`src/rtl/snn_timestep_scheduler.sv`:
```
// Run sequencer for the SNN core: fetch input, step each layer, accumulate output spikes, pick argmax.
// Optional handshake watchdog enabled by defining SNN_SCHED_TIMEOUT_EN.
module snn_timestep_scheduler #(
   parameter int NUM_LAYERS     = 1,
   parameter int NUM_OUTPUTS    = 2,
   parameter int TS_WIDTH       = 16,
   parameter int CNT_WIDTH      = 16,
   parameter int TIMEOUT_CYCLES = 1024,
   localparam int LSEL_W = (NUM_LAYERS > 1) ? $clog2(NUM_LAYERS) : 1,
   localparam int WIN_W  = (NUM_OUTPUTS > 1) ? $clog2(NUM_OUTPUTS) : 1
) (
   input  logic                             S_AXI_ACLK,
   input  logic                             S_AXI_ARESETN,
   input  logic                             start,
   input  logic                             abort,
   input  logic [TS_WIDTH-1:0]              num_timesteps,
   output logic                             busy,
   output logic                             done,
   output logic [TS_WIDTH-1:0]              timestep,
   output logic                             neuron_rst,
   output logic                             in_req,
   input  logic                             in_ack,
   output logic                             layer_start,
   output logic [LSEL_W-1:0]                layer_sel,
   input  logic                             layer_done,
   input  logic [NUM_OUTPUTS-1:0]           out_spikes,
   output logic [NUM_OUTPUTS*CNT_WIDTH-1:0] spike_counts,
   output logic [WIN_W-1:0]                 winner,
   output logic                             err
);

   typedef enum logic [2:0] {
      S_IDLE, S_CLEAR, S_FETCH, S_LAYER_GO, S_LAYER_WAIT, S_ACCUM, S_RESOLVE, S_DONE
   } state_t;

   state_t                                  state, state_nxt;
   logic [TS_WIDTH-1:0]                     t_q;
   logic [NUM_OUTPUTS-1:0][CNT_WIDTH-1:0]   cnt_q;
   logic [WIN_W-1:0]                        best_idx;
   logic [CNT_WIDTH-1:0]                    best_val;
   logic                                    last_layer, last_ts, timeout, freeze;

   assign last_layer   = (layer_sel == LSEL_W'(NUM_LAYERS - 1));
   assign last_ts      = (timestep == t_q - TS_WIDTH'(1));
   assign spike_counts = cnt_q;
   // abort cancels the run without disturbing counts, winner or indices
   assign freeze       = abort && (state != S_IDLE);

`ifdef SNN_SCHED_TIMEOUT_EN
   localparam int WAIT_W = $clog2(TIMEOUT_CYCLES + 1);
   logic [WAIT_W-1:0] wait_cnt;
   logic              waiting;
   logic              err_q;

   assign waiting = ((state == S_FETCH) && !in_ack) || ((state == S_LAYER_WAIT) && !layer_done);
   assign timeout = waiting && (wait_cnt == WAIT_W'(TIMEOUT_CYCLES - 1));
   assign err     = err_q;

   always_ff @(posedge S_AXI_ACLK) begin
      if (!S_AXI_ARESETN) begin
         wait_cnt <= '0;
         err_q    <= 1'b0;
      end else begin
         wait_cnt <= waiting ? wait_cnt + WAIT_W'(1) : '0;
         if ((state == S_IDLE) && start) err_q <= 1'b0;
         else if (timeout && !abort)     err_q <= 1'b1;
      end
   end
`else
   logic unused_timeout;
   assign unused_timeout = (TIMEOUT_CYCLES == 0);
   assign timeout        = 1'b0;
   assign err            = 1'b0;
`endif

   always_comb begin
      state_nxt   = state;
      busy        = 1'b1;
      done        = 1'b0;
      neuron_rst  = 1'b0;
      in_req      = 1'b0;
      layer_start = 1'b0;
      case (state)
         S_IDLE: begin
            busy = 1'b0;
            if (start) state_nxt = S_CLEAR;
         end
         S_CLEAR: begin
            neuron_rst = 1'b1;
            state_nxt  = (t_q == '0) ? S_RESOLVE : S_FETCH;
         end
         S_FETCH: begin
            in_req = 1'b1;
            if (in_ack) state_nxt = S_LAYER_GO;
         end
         S_LAYER_GO: begin
            layer_start = 1'b1;
            state_nxt   = S_LAYER_WAIT;
         end
         S_LAYER_WAIT: if (layer_done) state_nxt = last_layer ? S_ACCUM : S_LAYER_GO;
         S_ACCUM:      state_nxt = last_ts ? S_RESOLVE : S_FETCH;
         S_RESOLVE:    state_nxt = S_DONE;
         S_DONE: begin
            done      = 1'b1;
            state_nxt = S_IDLE;
         end
         default: state_nxt = S_IDLE;
      endcase
      if ((state != S_IDLE) && (abort || timeout)) state_nxt = S_IDLE;
   end

   // strict '>' keeps the lowest index on ties
   always_comb begin
      best_idx = '0;
      best_val = cnt_q[0];
      for (int i = 1; i < NUM_OUTPUTS; i++) begin
         if (cnt_q[i] > best_val) begin
            best_val = cnt_q[i];
            best_idx = WIN_W'(i);
         end
      end
   end

   always_ff @(posedge S_AXI_ACLK) begin
      if (!S_AXI_ARESETN) begin
         state     <= S_IDLE;
         t_q       <= '0;
         timestep  <= '0;
         layer_sel <= '0;
         cnt_q     <= '0;
         winner    <= '0;
      end else begin
         state <= state_nxt;
         if (!freeze) begin
            case (state)
               S_IDLE: if (start) t_q <= num_timesteps;
               S_CLEAR: begin
                  cnt_q     <= '0;
                  timestep  <= '0;
                  layer_sel <= '0;
               end
               S_LAYER_WAIT: if (layer_done && !last_layer) layer_sel <= layer_sel + LSEL_W'(1);
               S_ACCUM: begin
                  for (int i = 0; i < NUM_OUTPUTS; i++)
                     if (out_spikes[i] && (cnt_q[i] != {CNT_WIDTH{1'b1}}))
                        cnt_q[i] <= cnt_q[i] + CNT_WIDTH'(1);
                  layer_sel <= '0;
                  if (!last_ts) timestep <= timestep + TS_WIDTH'(1);
               end
               S_RESOLVE: winner <= best_idx;
               default: ;
            endcase
         end
      end
   end

endmodule
```
`config.mk`:
```
export PLATFORM = sky130hd
export DESIGN_NAME = snn_timestep_scheduler
export DESIGN_NICKNAME = d
export VERILOG_FILES = /design/src/rtl/snn_timestep_scheduler.sv
export SDC_FILE = /design/constraint.sdc
export NUM_CORES = 1
export LEC_CHECK = 0
export ABC_AREA = 1
export CAP_MARGIN = 20
export CORE_AREA = 4 4 107 109
export DETAILED_ROUTE_END_ITERATION = 10
export DIE_AREA = 0 0 111 113
export GPL_TIMING_DRIVEN = 0
export PLACE_DENSITY_LB_ADDON = 0.08
export SYNTH_ARGS = -nofsm -noshare
export SYNTH_HDL_FRONTEND = slang
export SYNTH_SLANG_ARGS = --single-unit
```
`constraint.sdc`:
```
create_clock -name S_AXI_ACLK -period 4.4 [get_ports S_AXI_ACLK]
set_clock_uncertainty 0.2 [all_clocks]
set_input_delay 0.44 -clock S_AXI_ACLK [delete_from_list [all_inputs] [get_ports S_AXI_ACLK]]
set_output_delay 0.44 -clock S_AXI_ACLK [all_outputs]
set_load 0.02 [all_outputs]
```
==> results of run 1 <==
==> worst reg2reg max path, delay by kind of cell (launching register included) <==
| kind | cells | cell delay (ns) |
|---|---|---|
| buf+inv | 3 | 0.70 |
| compound gates | 3 | 0.83 |
| simple gates | 2 | 0.30 |
| flops | 1 | 0.41 |
==> area by class of cell <==
type,instances,area [um^2]
fill,1084,4861
clock buffer,14,172.7
multi-input combinational,520,2828
clock inverter,1,5.005
sequential,69,1381
buffer,19,102.6
timing repair buffer,78,780.7
inverter,79,296.5
tap,140,175.2
==> where the power goes <==
group          total [mW]  internal, mW  switching, mW
clock               0.492         0.248          0.244
sequential          0.739         0.675         0.0636
combinational       0.752         0.277          0.475
total                1.98          1.20          0.782
==> logic make-up after synthesis <==
| kind of cell | synth area share [%] |
|---|---|
| other | 0.08138 |
| DFF | 29.98 |
| adders and majority gates | 5.430 |
| buffers and inverters | 8.661 |
| xor gates and xnor gates | 7.222 |
| and+or+nand+nor | 35.11 |
| AOI/OAI and AO/OA | 13.52 |
==> metrics by stage <==
stage | utilization (%) | area (um^2) | power, mW | hold WS, ns
after floorplan | - | 4608 | 1.298 | 0.2568
after global placement | 52.48 | 5564 | 1.492 | 0.2755
after detailed placement | 52.48 | 5564 | 1.505 | 0.2805
after CTS | 54.15 | 5742 | 1.993 | 0.2929
after global routing | 54.15 | 5742 | 2.110 | 0.3296
final | 54.15 | 5742 | 1.983 | 0.2925
==> Yosys cell counts (3+ instances only) <==
cell	instances	share of area [%]
sky130_fd_sc_hd__nand4_1	10	1.4
sky130_fd_sc_hd__xnor2_1	9	1.7
sky130_fd_sc_hd__nand2_1	139	11
sky130_fd_sc_hd__buf_2	6	0.65
sky130_fd_sc_hd__dfxtp_1	69	30
sky130_fd_sc_hd__nor2_2	5	0.68
sky130_fd_sc_hd__clkbuf_1	10	0.81
sky130_fd_sc_hd__a21oi_2	10	1.9
sky130_fd_sc_hd__nand3_2	3	0.65
sky130_fd_sc_hd__nand3_1	63	6.8
sky130_fd_sc_hd__nand2_2	9	1.2
sky130_fd_sc_hd__o21a_1	3	0.49
sky130_fd_sc_hd__a211oi_1	3	0.49
sky130_fd_sc_hd__nor2_4	4	0.98
sky130_fd_sc_hd__nor4_1	8	1.1
sky130_fd_sc_hd__ha_1	20	5.4
sky130_fd_sc_hd__o21ai_0	29	3.1
sky130_fd_sc_hd__inv_1	76	6.2
sky130_fd_sc_hd__a21oi_1	56	6.1
sky130_fd_sc_hd__xor2_1	29	5.5
sky130_fd_sc_hd__inv_2	3	0.24
sky130_fd_sc_hd__nor2_1	87	7.1
sky130_fd_sc_hd__nor3_1	15	1.6
==> metal layers <==
| layer | GRT usage (%) | routed length (um) | vias up |
|---|---|---|---|
| li1 | - | - | 2420 |
| met1 | 24.08 | 5510 | 2164 |
| met2 | 40.25 | 6826 | 96 |
| met3 | 3.209 | 502 | 15 |
| met4 | 6.650 | 189 | 0 |
| met5 | 0 | 0 | - |
==> state kept, by name, summed over array words and instances, names as in the netlist <==
register,cells
timestep,16
spike_counts,32
state,3
winner,1
t_q,16
layer_sel,1
==> worst min path at each step <==
stage / to / depth (start not counted)
final: layer_sel / 2
after global routing: layer_sel / 2
after CTS: layer_sel / 2
after detailed placement: layer_sel / 2
after global placement: layer_sel / 2
after floorplan: t_q[15] / 2
==> results.json, run 1 <==
{
  "worst_setup_path_startpoint": "state[0]",
  "drt-pass1-iter-count": 5,
  "rows": 38,
  "crit-reg2reg-launch": "state[0]",
  "mappedNetlistNets": 731,
  "synth_area_per_cell_um2": 6.708,
  "drive_gt1_share_pct": 7.821,
  "timing.reg2reg.worst_path_depth": 8,
  "globalRouteTotalUtil_pct": 21.09,
  "iteration_0_drc_markers": 270,
  "finalMaxSlewViolations": 0,
  "clkTransAtPathRegs_ns": 0.07,
  "critical_path.most_common_cell": "sky130_fd_sc_hd__inv_1",
  "dieWidth_um": 111,
  "post_place_cells": 905,
  "boundaryPins": 80,
  "arrival_ns": 2.60,
  "total_leakage_power_nw": 2.127,
  "power-per-cell-area_nw_per_um2": 345.3,
  "worstPathBufferInverterCount": 3,
  "viasPerCell": 5.103,
  "drv_cap": 0,
  "fp.dieH_um": 113,
  "placement.setup.worst_slack_ns": 1.643,
  "post_detail_place_hpwl_um": 10360,
  "worst_pin_slew_ns": 0.8027,
  "timing.critical_path.cells": "nand2_2 -> nor2_1 -> inv_1 -> o21ai_1 -> inv_1 -> clkbuf_1 -> o21ai_0 -> a21oi_1",
  "fin_cells": 920,
  "maxSlewHeadroom_pct": 46.13,
  "post-route-min-period_ns": 2.555,
  "route.detailed.wl_per_inst_um": 14.16,
  "clock_tree.buffer_depth": 2,
  "design.core.area_um2": 10600,
  "cts-root-buf": "sky130_fd_sc_hd__clkbuf_8",
  "setup_violations": 0,
  "cpPeakStageDelay_ns": 0.63,
  "setup.worst_path.end_class": "flop",
  "hold_violations": 0,
  "regToRegSetupSlack_ns": 1.85,
  "grt_first_pass_wirelength_um": 21890,
  "routed_wl_um": 13030,
  "type_of_origin_of_the_critical_path": "flop",
  "proportion_of_synthesized_chip_area_in_sequential_cells_pct": 29.98,
  "post-route-drc-count": 0,
  "ys_types": 38,
  "layout.nets": 820,
  "layout_worst_path_cycle_share_pct": 58.07,
  "total_die_area_um2": 12540,
  "maximum_fanout_along_the_worst_path": 10,
  "r2r_end": "spike_counts[24]",
  "worst_path_dominant_cell_family": "compound AO/OA/AOI/OAI gates",
  "postSynth.topFlopCell": "sky130_fd_sc_hd__dfxtp_1",
  "layout.cells.most_common": "sky130_fd_sc_hd__nand2_1",
  "clock_insertion_delay_worst_skew_ns": 0.35,
  "synth-edff-count": 0,
  "antenna_violating_nets_post_route": 0,
  "post-cts-setup-buffer-count": 0,
  "gp_congestion": 0.8812,
  "timing.hold.worst.class": "reg -> reg",
  "holdCritStartpoint": "layer_sel",
  "floorplan.initialDensity_pct": 43.46,
  "buffer_ports.inserted": 78,
  "cts_max_level": 3,
  "postSynthRegisterBits": 69,
  "post_synthesis_to_final_layout_area_growth_pct": 24.60,
  "post_syn_area_um2": 4608,
  "path_depth": 8,
  "cts-hold-fix-buffers": 0,
  "grt_max_degree": 11,
  "total_number_of_vias": 4695,
  "setup-tns-final_ns": 0,
  "rsz0062_at_grt": "no",
  "run_status": "complete, no violations",
  "postSynthCellCount": 687,
  "cts_buffers": 9,
  "synthesis.yosys.warnings": 0,
  "crit_path_end": "spike_counts[24]",
  "grt_pass1_vias": 4626,
  "most_frequent_cells_in_the_layout": "sky130_fd_sc_hd__nand2_1, sky130_fd_sc_hd__nor2_1, sky130_fd_sc_hd__clkdlybuf4s50_1",
  "grt_overflow": 0,
  "postCtsResizedCells": 0,
  "synth-async-reset-ratio_pct": 0,
  "tritoncts_clock_tree": "built",
  "critPathKind": "reg -> reg",
  "layout_setup_ws_ns": 1.845,
  "critical_path_required_ns": 4.44,
  "vdd.ir_drop.worst_mv": 0.2327,
  "cts_num_sinks": 69,
  "antenna_violations_before_repair": 0,
  "critical-path-slowest-cell": "sky130_fd_sc_hd__o21ai_1",
  "num_antenna_cells": 0,
  "fmax_mhz": 391.4
}
(Power assumes the default switching activity.)
==> run 2: changes to the inputs <==
- clock period: 4.4 -> 2.23 ns (I/O delays scaled with it)
==> run 2 against run 1 <==
Maximum frequency increased by 17%. Highest routed layer unchanged. Power rose by 110%. Sequential share of layout area decreased by 0.75 points.
==> results.json, run 2 (same netlist as run 1, synthesis figures left out) <==
{
  "gp_congestion": 0.8812,
  "design.core.area_um2": 10600,
  "iteration_0_drc_markers": 254,
  "cts_buffers": 9,
  "layout_worst_path_cycle_share_pct": 97.54,
  "num_antenna_cells": 0,
  "buffer_ports.inserted": 78,
  "viasPerCell": 5.127,
  "boundaryPins": 80,
  "drive_gt1_share_pct": 13.69,
  "run_status": "complete, no violations",
  "hold_violations": 0,
  "fmax_mhz": 459.7,
  "clock_tree.buffer_depth": 2,
  "grt_overflow": 0,
  "post-route-drc-count": 0,
  "post-route-min-period_ns": 2.175,
  "post-route-cell-area_um2": 6008,
  "antenna_violating_nets_post_route": 0,
  "total_number_of_vias": 4763,
  "cts_num_sinks": 69,
  "grt_pass1_vias": 4667,
  "arrival_ns": 2.25,
  "cts-root-buf": "sky130_fd_sc_hd__clkbuf_8",
  "maximum_fanout_along_the_worst_path": 7,
  "layout.nets": 829,
  "placement.setup.worst_slack_ns": -0.3442,
  "worst_pin_slew_ns": 0.7458,
  "layout_setup_ws_ns": 0.05480,
  "setup_violations": 0,
  "antenna_violations_before_repair": 0,
  "post_synthesis_to_final_layout_area_growth_pct": 30.38,
  "globalRouteTotalUtil_pct": 21.49,
  "type_of_origin_of_the_critical_path": "flop",
  "dieWidth_um": 111,
  "most_frequent_cells_in_the_layout": "sky130_fd_sc_hd__nand2_1, sky130_fd_sc_hd__nor2_1, sky130_fd_sc_hd__clkdlybuf4s50_1",
  "routed_wl_um": 13420,
  "grt_first_pass_wirelength_um": 22310,
  "total_leakage_power_nw": 2.215,
  "place_area_um2": 5564,
  "setup.worst_path.end_class": "flop",
  "maxSlewHeadroom_pct": 50.28,
  "drv_cap": 0,
  "total_die_area_um2": 12540,
  "clock_insertion_delay_worst_skew_ns": 0.36,
  "finalMaxSlewViolations": 0,
  "route.detailed.wl_per_inst_um": 14.45,
  "drt-pass1-iter-count": 7,
  "grt_max_degree": 11,
  "max_reg_flops": 32,
  "fp.dieH_um": 113,
  "rows": 38,
  "vdd.ir_drop.worst_mv": 0.4523,
  "critPathKind": "reg -> reg",
  "layout.cells.most_common": "sky130_fd_sc_hd__nand2_1",
  "clkTransAtPathRegs_ns": 0.08,
  "timing.hold.worst.class": "in -> reg",
  "tritoncts_clock_tree": "built",
  "cts_max_level": 3,
  "critical_path_required_ns": 2.31,
  "floorplan.initialDensity_pct": 43.46,
  "post_detail_place_hpwl_um": 10360,
  "cts-hold-fix-buffers": 0,
  "rsz0062_at_grt": "yes",
  "power-per-cell-area_nw_per_um2": 679.7
}
run 2: changes by cell type in the layout (fill, tap and decap cells not counted), moves of 3 or more:
cell,change
sky130_fd_sc_hd__nand2_1,-12
sky130_fd_sc_hd__dfxtp_1,-11
sky130_fd_sc_hd__dfxtp_2,+9
sky130_fd_sc_hd__buf_4,+7
sky130_fd_sc_hd__nand2_2,+6
sky130_fd_sc_hd__nand2_4,+6
sky130_fd_sc_hd__buf_2,-5
sky130_fd_sc_hd__nor2_1,-5
sky130_fd_sc_hd__buf_6,+4
sky130_fd_sc_hd__inv_1,-3
sky130_fd_sc_hd__nor2_2,+3
run 2: routing by layer:
metal,share of wire [%],track usage (%)
met3,3.5,3.155
met4,1.5,6.650
met2,53,41.26
met5,0,0
met1,42,24.45
run 2: path summary, 6_finish.rpt:
kind / from / endpoint / slack (ns) / cells after the start
max: t_q[1] / timestep[14] / 0.05 / 15
min: num_timesteps[10] / t_q[10] / 0.26 / 3
max reg2reg: t_q[1] / timestep[14] / 0.05 / 15
min reg2reg: layer_sel / layer_sel / 0.29 / 2
run 2: worst max-delay path, stage by stage, from the launching register on:
cell,delay (ns)
sky130_fd_sc_hd__dfxtp_2,0.35
sky130_fd_sc_hd__inv_2,0.05
sky130_fd_sc_hd__ha_4,0.27
sky130_fd_sc_hd__nand2_2,0.05
sky130_fd_sc_hd__nand2_1,0.08
sky130_fd_sc_hd__nand3_2,0.08
sky130_fd_sc_hd__a21oi_2,0.10
sky130_fd_sc_hd__nand2_1,0.07
sky130_fd_sc_hd__nor2_2,0.12
sky130_fd_sc_hd__nand3_2,0.09
sky130_fd_sc_hd__nor2_4,0.10
sky130_fd_sc_hd__nand2_4,0.10
sky130_fd_sc_hd__nand2_8,0.11
sky130_fd_sc_hd__buf_12,0.14
sky130_fd_sc_hd__nand2_4,0.04
sky130_fd_sc_hd__a21oi_2,0.13
run 2: per-stage QoR:
stage | util [%] | instances | TNS (ns) | hold WS (ns) | power (mW)
after global routing | 56.67 | 929 | -0.4642 | 0.2780 | 4.346
after CTS | 54.85 | 923 | 0 | 0.2561 | 3.980
final | 56.67 | 929 | 0 | 0.2599 | 4.084
after detailed placement | 52.48 | 905 | -5.248 | 0.2805 | 2.970
after global placement | 52.48 | 905 | -4.915 | 0.2755 | 2.944
after floorplan | - | 687 | 0 | 0.1614 | 2.562
run 2: final cells by class:
class                   instances  area (um^2)
fillers                      1079         4594
inverters                      79        302.8
well taps                     140        175.2
flip-flops and latches         69         1400
repair buffers                 87        869.6
clock buffers                  14        172.7
multi-input cells             520         2955
plain buffers                  19        127.6
clock inverters                 1        5.005
run 2: timing repair:
action                                  CTS  global route
cloned                                    0             1
pin swaps                                 3            14
endpoints found under the setup margin   45            49
resized for setup                        13            53
buffers inserted                          3             5
run 2: power by group:
group	switching [mW]	internal [mW]	leakage, nW
logic	1.01	0.641	1.56
clock network	0.480	0.489	0.0926
registers	0.130	1.34	0.565
